### src/rtl/rtc_pkg.sv
// rtl/rtc_pkg.sv - shared FSM encoding and RTC register map for the RTC sequencer
package rtc_pkg;

  typedef enum logic [2:0] {
    ST_IDLE,
    ST_WR_REQ,
    ST_WR_WAIT,
    ST_RD_REQ,
    ST_RD_WAIT
  } rtc_state_e;

  // Time register map; CH (clock halt) lives in the seconds register.
  localparam int REG_SEC    = 0;
  localparam int REG_MIN    = 1;
  localparam int REG_HOUR   = 2;
  localparam int REG_DAY    = 3;
  localparam int REG_DATE   = 4;
  localparam int REG_MONTH  = 5;
  localparam int REG_YEAR   = 6;
  localparam int CH_BIT     = 7;

  localparam int DEF_NBYTES = 7;
  localparam int BYTE_W     = 8;

  function automatic int byte_lsb(input int k);
    return k * BYTE_W;
  endfunction

endpackage

### src/rtl/rtc_tick_gen.sv
// rtl/rtc_tick_gen.sv - free-running period counter emitting a one-cycle tick on wrap
module rtc_tick_gen #(
  parameter int PERIOD = 5_000_000
) (
  input  logic sysclk,
  input  logic rstn,
  output logic tick
);

  localparam int CNT_W = (PERIOD > 1) ? $clog2(PERIOD) : 1;
  localparam logic [CNT_W-1:0] LAST = CNT_W'(PERIOD - 1);

  logic [CNT_W-1:0] cnt;

  always_ff @(posedge sysclk) begin
    if (!rstn) begin
      cnt <= '0;
    end else if (cnt == LAST) begin
      cnt <= '0;
    end else begin
      cnt <= cnt + 1'b1;
    end
  end

  assign tick = (cnt == LAST);

endmodule

### src/rtl/rtc_ctrl.sv
// rtl/rtc_ctrl.sv - IIC transaction sequencer: periodic RTC time polls and prioritised set-time writes
module rtc_ctrl import rtc_pkg::*; #(
  parameter int          SYSCLK_FREQ    = 50_000_000,
  parameter int          POLL_HZ        = 10,
  parameter logic [6:0]  RTC_ADDR       = 7'h68,
  parameter logic [7:0]  REG_BASE       = 8'h00,
  parameter int          NBYTES         = DEF_NBYTES,
  parameter int          TIMEOUT_CYCLES = 1_000_000
) (
  input  logic                  sysclk,
  input  logic                  rstn,
  input  logic                  set_req,
  input  logic [8*NBYTES-1:0]   set_time,
  output logic                  set_ack,
  output logic [8*NBYTES-1:0]   rtc_time,
  output logic                  time_valid,
  output logic                  err_timeout,
  output logic                  iic_req,
  output logic                  iic_mode,
  output logic [6:0]            iic_addr_divice,
  output logic [15:0]           iic_addr_reg,
  output logic [7:0]            iic_wr_data,
  output logic [15:0]           iic_wr_length,
  output logic [15:0]           iic_rd_length,
  input  logic                  iic_busy,
  input  logic                  iic_done,
  input  logic                  iic_wr_valid,
  input  logic                  iic_rd_valid,
  input  logic [7:0]            iic_rd_data
);

  localparam int IDX_W = $clog2(NBYTES + 1);
  localparam int WD_W  = (TIMEOUT_CYCLES > 1) ? $clog2(TIMEOUT_CYCLES) : 1;
  localparam logic [IDX_W-1:0] LAST_IDX = IDX_W'(NBYTES - 1);
  localparam logic [IDX_W-1:0] FULL_IDX = IDX_W'(NBYTES);
  localparam logic [WD_W-1:0]  WD_LAST  = WD_W'(TIMEOUT_CYCLES - 1);

  rtc_state_e            state, state_nxt;
  logic                  poll_tick;
  logic                  set_pend, poll_pend, set_accept;
  logic [8*NBYTES-1:0]   set_buf, shadow;
  logic [IDX_W-1:0]      wr_idx, rd_idx;
  logic [WD_W-1:0]       wd_cnt;
  logic                  wd_hit, in_wait;
  logic                  ack_nxt, tv_nxt, err_nxt, load_time;

  rtc_tick_gen #(.PERIOD(SYSCLK_FREQ / POLL_HZ)) u_poll_tick (
    .sysclk (sysclk),
    .rstn   (rstn),
    .tick   (poll_tick)
  );

  assign iic_addr_divice = RTC_ADDR;
  assign iic_addr_reg    = {8'h00, REG_BASE};
  assign iic_wr_length   = 16'(NBYTES);
  assign iic_rd_length   = 16'(NBYTES);
  assign iic_wr_data     = set_buf[byte_lsb(int'(wr_idx)) +: BYTE_W];

  assign in_wait    = (state == ST_WR_WAIT) || (state == ST_RD_WAIT);
  assign wd_hit     = (wd_cnt == WD_LAST);
  // A request arriving while a write is on the bus could corrupt the bytes being sent.
  assign set_accept = set_req && !set_pend && (state != ST_WR_WAIT);

  always_comb begin
    state_nxt = state;
    ack_nxt   = 1'b0;
    tv_nxt    = 1'b0;
    err_nxt   = 1'b0;
    load_time = 1'b0;
    case (state)
      ST_IDLE: begin
        if (!iic_busy) begin
          if (set_pend)       state_nxt = ST_WR_REQ;
          else if (poll_pend) state_nxt = ST_RD_REQ;
        end
      end
      ST_WR_REQ: state_nxt = ST_WR_WAIT;
      ST_RD_REQ: state_nxt = ST_RD_WAIT;
      ST_WR_WAIT: begin
        if (iic_done) begin
          ack_nxt   = 1'b1;
          state_nxt = ST_IDLE;
        end else if (wd_hit) begin
          err_nxt   = 1'b1;
          state_nxt = ST_IDLE;
        end
      end
      ST_RD_WAIT: begin
        if (iic_done) begin
          // A short read never reaches rtc_time; it is reported like a timeout.
          if (rd_idx == FULL_IDX) begin
            tv_nxt    = 1'b1;
            load_time = 1'b1;
          end else begin
            err_nxt   = 1'b1;
          end
          state_nxt = ST_IDLE;
        end else if (wd_hit) begin
          err_nxt   = 1'b1;
          state_nxt = ST_IDLE;
        end
      end
      default: state_nxt = ST_IDLE;
    endcase
  end

  always_ff @(posedge sysclk) begin
    if (!rstn) begin
      state       <= ST_IDLE;
      iic_req     <= 1'b0;
      iic_mode    <= 1'b0;
      set_ack     <= 1'b0;
      time_valid  <= 1'b0;
      err_timeout <= 1'b0;
      rtc_time    <= '0;
      shadow      <= '0;
      set_buf     <= '0;
      set_pend    <= 1'b0;
      poll_pend   <= 1'b0;
      wr_idx      <= '0;
      rd_idx      <= '0;
      wd_cnt      <= '0;
    end else begin
      state       <= state_nxt;
      iic_req     <= (state == ST_WR_REQ) || (state == ST_RD_REQ);
      set_ack     <= ack_nxt;
      time_valid  <= tv_nxt;
      err_timeout <= err_nxt;
      if (state == ST_WR_REQ)      iic_mode <= 1'b0;
      else if (state == ST_RD_REQ) iic_mode <= 1'b1;
      if (load_time) rtc_time <= shadow;

      if (set_accept) set_buf <= set_time;
      if (state == ST_WR_REQ) set_pend <= 1'b0;
      else if (set_accept)    set_pend <= 1'b1;
      if (state == ST_RD_REQ) poll_pend <= 1'b0;
      else if (poll_tick)     poll_pend <= 1'b1;

      if (state == ST_WR_REQ) begin
        wr_idx <= '0;
      end else if (state == ST_WR_WAIT && iic_wr_valid && wr_idx != LAST_IDX) begin
        wr_idx <= wr_idx + 1'b1;
      end

      if (state == ST_RD_REQ) begin
        rd_idx <= '0;
      end else if (state == ST_RD_WAIT && iic_rd_valid && rd_idx != FULL_IDX) begin
        shadow[byte_lsb(int'(rd_idx)) +: BYTE_W] <= iic_rd_data;
        rd_idx <= rd_idx + 1'b1;
      end

      wd_cnt <= in_wait ? wd_cnt + 1'b1 : '0;
    end
  end

endmodule
### config.mk
export PLATFORM = sky130hd
export DESIGN_NAME = rtc_ctrl
export DESIGN_NICKNAME = d
export VERILOG_FILES = /design/src/rtl/rtc_pkg.sv /design/src/rtl/rtc_tick_gen.sv /design/src/rtl/rtc_ctrl.sv
export SDC_FILE = /design/constraint.sdc
export NUM_CORES = 1
export LEC_CHECK = 0
export CORE_ASPECT_RATIO = 0.7
export CORE_MARGIN = 2
export CORE_UTILIZATION = 40
export DETAILED_ROUTE_END_ITERATION = 6
export GPL_ROUTABILITY_DRIVEN = 0
export PLACE_DENSITY = 0.66
export SYNTH_ARGS = -nofsm -noshare
export SYNTH_HDL_FRONTEND = slang
export SYNTH_SLANG_ARGS = --single-unit
### constraint.sdc
create_clock -name sysclk -period 3.4 [get_ports sysclk]
set_clock_uncertainty 0.15 [all_clocks]
set_input_delay 0.68 -clock sysclk [delete_from_list [all_inputs] [get_ports sysclk]]
set_output_delay 0.68 -clock sysclk [all_outputs]
set_load 0.01 [all_outputs]
==> results of run 1 <==
[cell type report]
class                      count  area share (%)
clock buffer                  36           5.760
clock inverter                 3          0.1580
inverter                      14          0.4634
multi-input combinational    862           38.71
sequential                   227           38.25
tap                          318           3.349
timing repair buffer         160           13.31
[synth_stat cells, drive strengths merged (8+ instances only)]
master,instances,share of area (%)
a21oi,172,8.9
buf,66,5.0
clkbuf,59,2.3
dfxtp,227,47
ha,9,1.2
inv,14,0.54
mux2,8,0.93
mux2i,32,3.3
mux4,8,1.9
nand2,300,12
nand2b,10,0.65
nand3,62,3.2
nand4,15,0.97
nor2,35,1.4
nor3,9,0.47
nor4,10,0.65
o21ai,28,1.4
o31ai,9,0.70
or3,17,1.1
or4,15,1.2
xnor2,16,1.4
[state kept, by name, summed over array words and instances (netlist names)]
| signal | flops |
|---|---|
| time_valid | 1 |
| iic_mode | 1 |
| shadow | 56 |
| u_poll_tick.cnt | 23 |
| poll_pend | 1 |
| set_ack | 1 |
| set_pend | 1 |
| rtc_time | 56 |
| state | 3 |
| iic_req | 1 |
| set_buf | 56 |
| wr_idx | 3 |
| wd_cnt | 20 |
| err_timeout | 1 |
| rd_idx | 3 |
[layer usage]
metal  share of wire (%)  vias up  global-route usage (%)
met4                 1.2        0                   2.713
li1                    -     4135                       -
met3                 6.8       21                   4.239
met5                   0        -                       0
met2                  41      189                   26.18
met1                  51     3751                   28.84
[logic make-up after synthesis]
logic type      count (synthesis)  share of synthesized area [%]
simple gates                  509                          24.02
flops                         227                          46.96
compound gates                218                          11.80
buf+inv                       139                          7.796
mux                            48                          6.102
xor+xnor                       23                          2.081
fa+ha+maj                       9                          1.164
other cells                     2                        0.07760
[power by group through the flow]
stage | Sequential (W) | Clock, W | Combinational (W)
2_1_floorplan | 0.00278 | 0 | 0.000228
3_3_place_gp | 0.00280 | 0 | 0.000326
3_5_place_dp | 0.00280 | 0 | 0.000332
4_1_cts | 0.00274 | 0.00242 | 0.000333
5_1_grt | 0.00275 | 0.00255 | 0.000366
6_report | 0.00275 | 0.00237 | 0.000333
[metrics by stage]
step	cell area, um^2	setup WS [ns]	hold WS [ns]
2_1_floorplan	9877	0.7352	0.2760
3_3_place_gp	11180	0.5299	0.2840
3_5_place_dp	11180	0.4460	0.2944
4_1_cts	11880	0.1015	0.3044
5_1_grt	11880	0.02016	0.3169
6_report	11880	0.1321	0.3016
[worst max-delay path, delay by kind of cell, from the launching register on]
| kind | cells | cell delay [ns] |
|---|---|---|
| flip-flops | 1 | 0.47 |
| buffers and inverters | 2 | 0.70 |
| multiplexers | 2 | 0.78 |
[worst max-delay path by stage]
stage	start	endpoint	slack [ns]	depth (start not counted)
2_1_floorplan	wr_idx[0]	iic_wr_data[1]	0.74	4
3_3_place_gp	rd_idx[0]	shadow[46]	0.53	7
3_5_place_dp	rd_idx[0]	shadow[44]	0.45	7
4_1_cts	wr_idx[0]	iic_wr_data[7]	0.10	4
5_1_grt	wr_idx[0]	iic_wr_data[2]	0.02	4
6_report	wr_idx[0]	iic_wr_data[2]	0.13	4
==> metrics, run 1 <==
largest net degree at the start of global routing 64; layout cells sized above 1 under 10%; site row count 47; post-route insts no fill about 1.6k; r2r setup slk approximately 0.40 ns; Buffers on Ports between 100 and 150; critical path peak fanout 8; Post-synth top flop dfxtp_1; Clock Power Share approximately 44%; initial DRC count about 530; Worst-path clk slew 0.06 ns; htree depth 1; Total Wirelength between 20000 and 25000 um; Routed Antenna Nets 0; WL/cell between 10 and 15 um; Vias/cell between 4 and 5; hold path cells 2; worst flop-to-flop path endpoint shadow[44]; DP Cell Count 1581; synthesized area 0.009678 mm^2; Top Ports about 200; status finished clean; Clock Latency Late Sink roughly 0.50 ns; commonest non-fill, non-tap cell in the layout nand2_1; DIE HEIGHT between 100 and 150 um; Slowest cell on crit path mux4_2; worst r2r src rd_idx[0]; Final Util roughly half; Leakage Power 4.113 nW; Post-synth EDFFs 0; Core ar. 0.02370 mm^2; cell area power density between 400 and 500 mW/mm^2; area of the multi-input gates 0.004599 mm^2; critical path arrival approximately 2.4 ns; Slew Limit Fails 0; worst setup path class flip-flop to output port; Hold Path Class flip-flop to flip-flop; via count about 8k; final hold vios 0; CP max stage delay 0.50 ns; DRC 0; Max transition margin between 50% and 60%; Root Driver clkbuf_16; initial antenna violation count 0; combinational share of power ~6.1%; number of synthesis warnings 0; Post-CTS Setup Bufs 0; antenna cells 0; Max Clock Freq about 310 MHz; # hold bufs at CTS 0; Total GRT Usage a little under a fifth; sequential fraction of design power between 50% and 60%; Max-Cap Viols 0; full die area between 0.02 and 0.03 mm^2; final-stage net count ~1.4k; vias in the first global route 7423; clock sinks 227; first-pass GRT wire length just under 40000 um; post-cts sizing count 0; Slew @ Worst Pin 0.6462 ns; switching part of the total 22.41%; most frequent cells in the layout nand2_1 (300), dfxtp_1 (227), a21oi_1 (172); Switch Pwr 0.001220 W; internal power between 0.004 and 0.005 W; CTS tree done; Synth Area per Inst 8.237 um^2; Final HPWL DP about 17000 um; RSZ-0062 raised after global routing no; critical path, cell by cell buf_4, mux4_2, mux2_2, clkdlybuf4s50_1; Synth cell types 46; Pre-Repair DR Iteration Count 7; register area 0.004544 mm^2; Overflow after GRT 0; clock tree buffer depth 3; Fillers between 2k and 2.5k; FFs w/ async S/R, synth 0%; Die W approximately 190 um; hold path startpoint shadow[45]; Reg2Reg Depth 7; Tmin final around 3.3 ns; CP Launch Type flip-flop; Final TNS setup 0 ns; CP endpoint kind output port; post-synthesis cell count 1175; Final Power between 0.005 and 0.006 W; Synth Register Bits roughly 230; register area share after synthesis 46.96%; Starting Density 40.84%; hold endpoint rtc_time[45]; worst path required time about 2.6 ns; synthesis-to-layout area growth 22.77%; worst vdd ir around 0.32 mV; crit share post-route between 90% and 100%; final setup violation count 0; total CTS buffers 23
Note: power is estimated with default switching activity, not from simulation.
==> inputs of run 2 (changes only) <==
Settings changed: ABC_CLOCK_PERIOD_IN_PS set to 3400, CORE_MARGIN 2 to 1.5, GPL_ROUTABILITY_DRIVEN 0 to unset.
==> metrics, run 2 (same netlist as run 1, synthesis figures left out) <==
final-stage net count 1369; Switch Pwr approximately 0.0013 W; vias in the first global route roughly 7.5k; clock tree buffer depth 3; Total Wirelength between 20000 and 25000 um; Total GRT Usage approximately a fifth; Die W approximately 190 um; cell area power density around 480 mW/mm^2; Final HPWL DP 17270 um; initial DRC count 690; Overflow after GRT 0; Fillers about 2.2k; Vias/cell just over 5; layout cells sized above 1 6.968%; Core ar. 0.02370 mm^2; combinational share of power 5.8%; worst setup path class flip-flop to output port; Starting Density 40.84%; critical path arrival roughly 2.4 ns; CTS tree done; worst path required time between 2 and 3 ns; synthesis-to-layout area growth 23.84%; Clock Latency Late Sink between 0.5 and 0.6 ns; clock sinks between 200 and 250; Tmin final between 3 and 4 ns; worst flop-to-flop path endpoint shadow[46]; hold path cells 2; antenna cells 0; Pre-Repair DR Iteration Count 5; Worst-path clk slew around 0.07 ns; Max-Cap Viols 0; met1 Track Usage GR roughly 29%; met3 Use GR around 4.5%; GP Congestion around 0.94; RSZ-0062 raised after global routing no; DIE HEIGHT around 130 um; internal power around 0.0045 W; full die area 0.02515 mm^2; status finished clean; Leakage Power between 4 and 5 nW; Final TNS setup 0 ns; site row count 47; CP Launch Type flip-flop; GR Layer Usage met2 ~27%; worst r2r src rd_idx[0]; r2r setup slk around 0.40 ns; Reg2Reg Depth 7; Top Registers rtc_time (56), set_buf (56), shadow (56); DRC 0; htree depth 1; Slew Limit Fails 0; Slew @ Worst Pin about 0.78 ns; worst vdd ir between 0.2 and 0.3 mV; commonest non-fill, non-tap cell in the layout nand2_1; GRT busiest layer met1; Buffers on Ports around 140; WL/cell approximately 15 um; Root Driver clkbuf_16; critical path peak fanout 9; most frequent cells in the layout nand2_1 (300), dfxtp_1 (227), a21oi_1 (172); total CTS buffers 23; hold endpoint iic_mode; crit share post-route between 90% and 100%; Final Util between 50% and 60%; largest net degree at the start of global routing 58; final hold vios 0; via count around 8.2k; switching part of the total between 20 and 25%; Max transition margin between 40 and 50%; hold path startpoint iic_mode; Top Ports approximately 200; Routed Antenna Nets 0; Clock Power Share 46.6%; CP endpoint kind output port; Post-CTS Setup Bufs 0; Max Clock Freq just over 300 MHz; sequential fraction of design power a little under half; initial antenna violation count 0; final setup violation count 0; first-pass GRT wire length approximately 39000 um; Hold Path Class flip-flop to flip-flop
-- run 2: worst max-delay path by stage --
stage,from,end,depth (start not counted)
after floorplan,wr_idx[0],iic_wr_data[1],4
after global placement,iic_rd_valid,shadow[39],5
after detailed placement,rd_idx[0],shadow[46],7
after CTS,wr_idx[0],iic_wr_data[5],6
after global routing,wr_idx[0],iic_wr_data[5],6
final,wr_idx[1],iic_wr_data[5],4
-- run 2: worst max-delay path, cell delays in order, from the launching register on --
cell,delay [ns]
dfxtp_1,0.60
buf_4,0.25
mux4_2,0.31
mux2_2,0.28
clkdlybuf4s50_1,0.48
-- run 2: power groups by stage --
stage	registers (W)	logic, W	clock network [W]
floorplan	0.00278	0.000228	0
global placement	0.00281	0.000327	0
detailed placement	0.00280	0.000332	0
CTS	0.00274	0.000333	0.00275
global route	0.00275	0.000366	0.00286
finish	0.00275	0.000334	0.00269
-- run 2: cell type report --
class / count / area, um^2 / area share (%)
multi-input cells: 862 / 4599 / 38.38
flip-flops and latches: 227 / 4544 / 37.92
repair buffers: 161 / 1577 / 13.15
clock buffers: 30 / 641.9 / 5.355
well taps: 318 / 397.9 / 3.320
clock inverters: 12 / 170.2 / 1.420
inverters: 14 / 55.05 / 0.4593
-- run 2: repair_timing --
item                                    4_1_cts  5_1_grt
hold buffers                                  0        0
gates resized for setup                       0        1
endpoints found under the setup margin        0        8
-- run 2: per-layer routing --
layer	vias up	part of all wire [%]
met5	-	0
met4	0	1.3
met3	23	7.3
met2	227	42
met1	3848	50
li1	4136	-
-- run 2: metrics by stage --
step,area (um^2),setup slack (ns),hold slack [ns],total power [W],instances
2_1_floorplan,9877,0.7352,0.2760,0.003012,1228
3_3_place_gp,11170,0.5357,0.2834,0.003132,1582
3_5_place_dp,11170,0.4534,0.2942,0.003136,1582
4_1_cts,11980,0.04322,0.3010,0.005825,1624
5_1_grt,11990,0.04107,0.3170,0.005977,1624
6_report,11990,0.1443,0.2995,0.005771,1624
==> inputs of run 3 (changes only) <==
Settings changed: CTS_CLUSTER_DIAMETER set to 100.
==> results of run 3 <==
Final layout, timing and power as in run 2 (identical DEF).
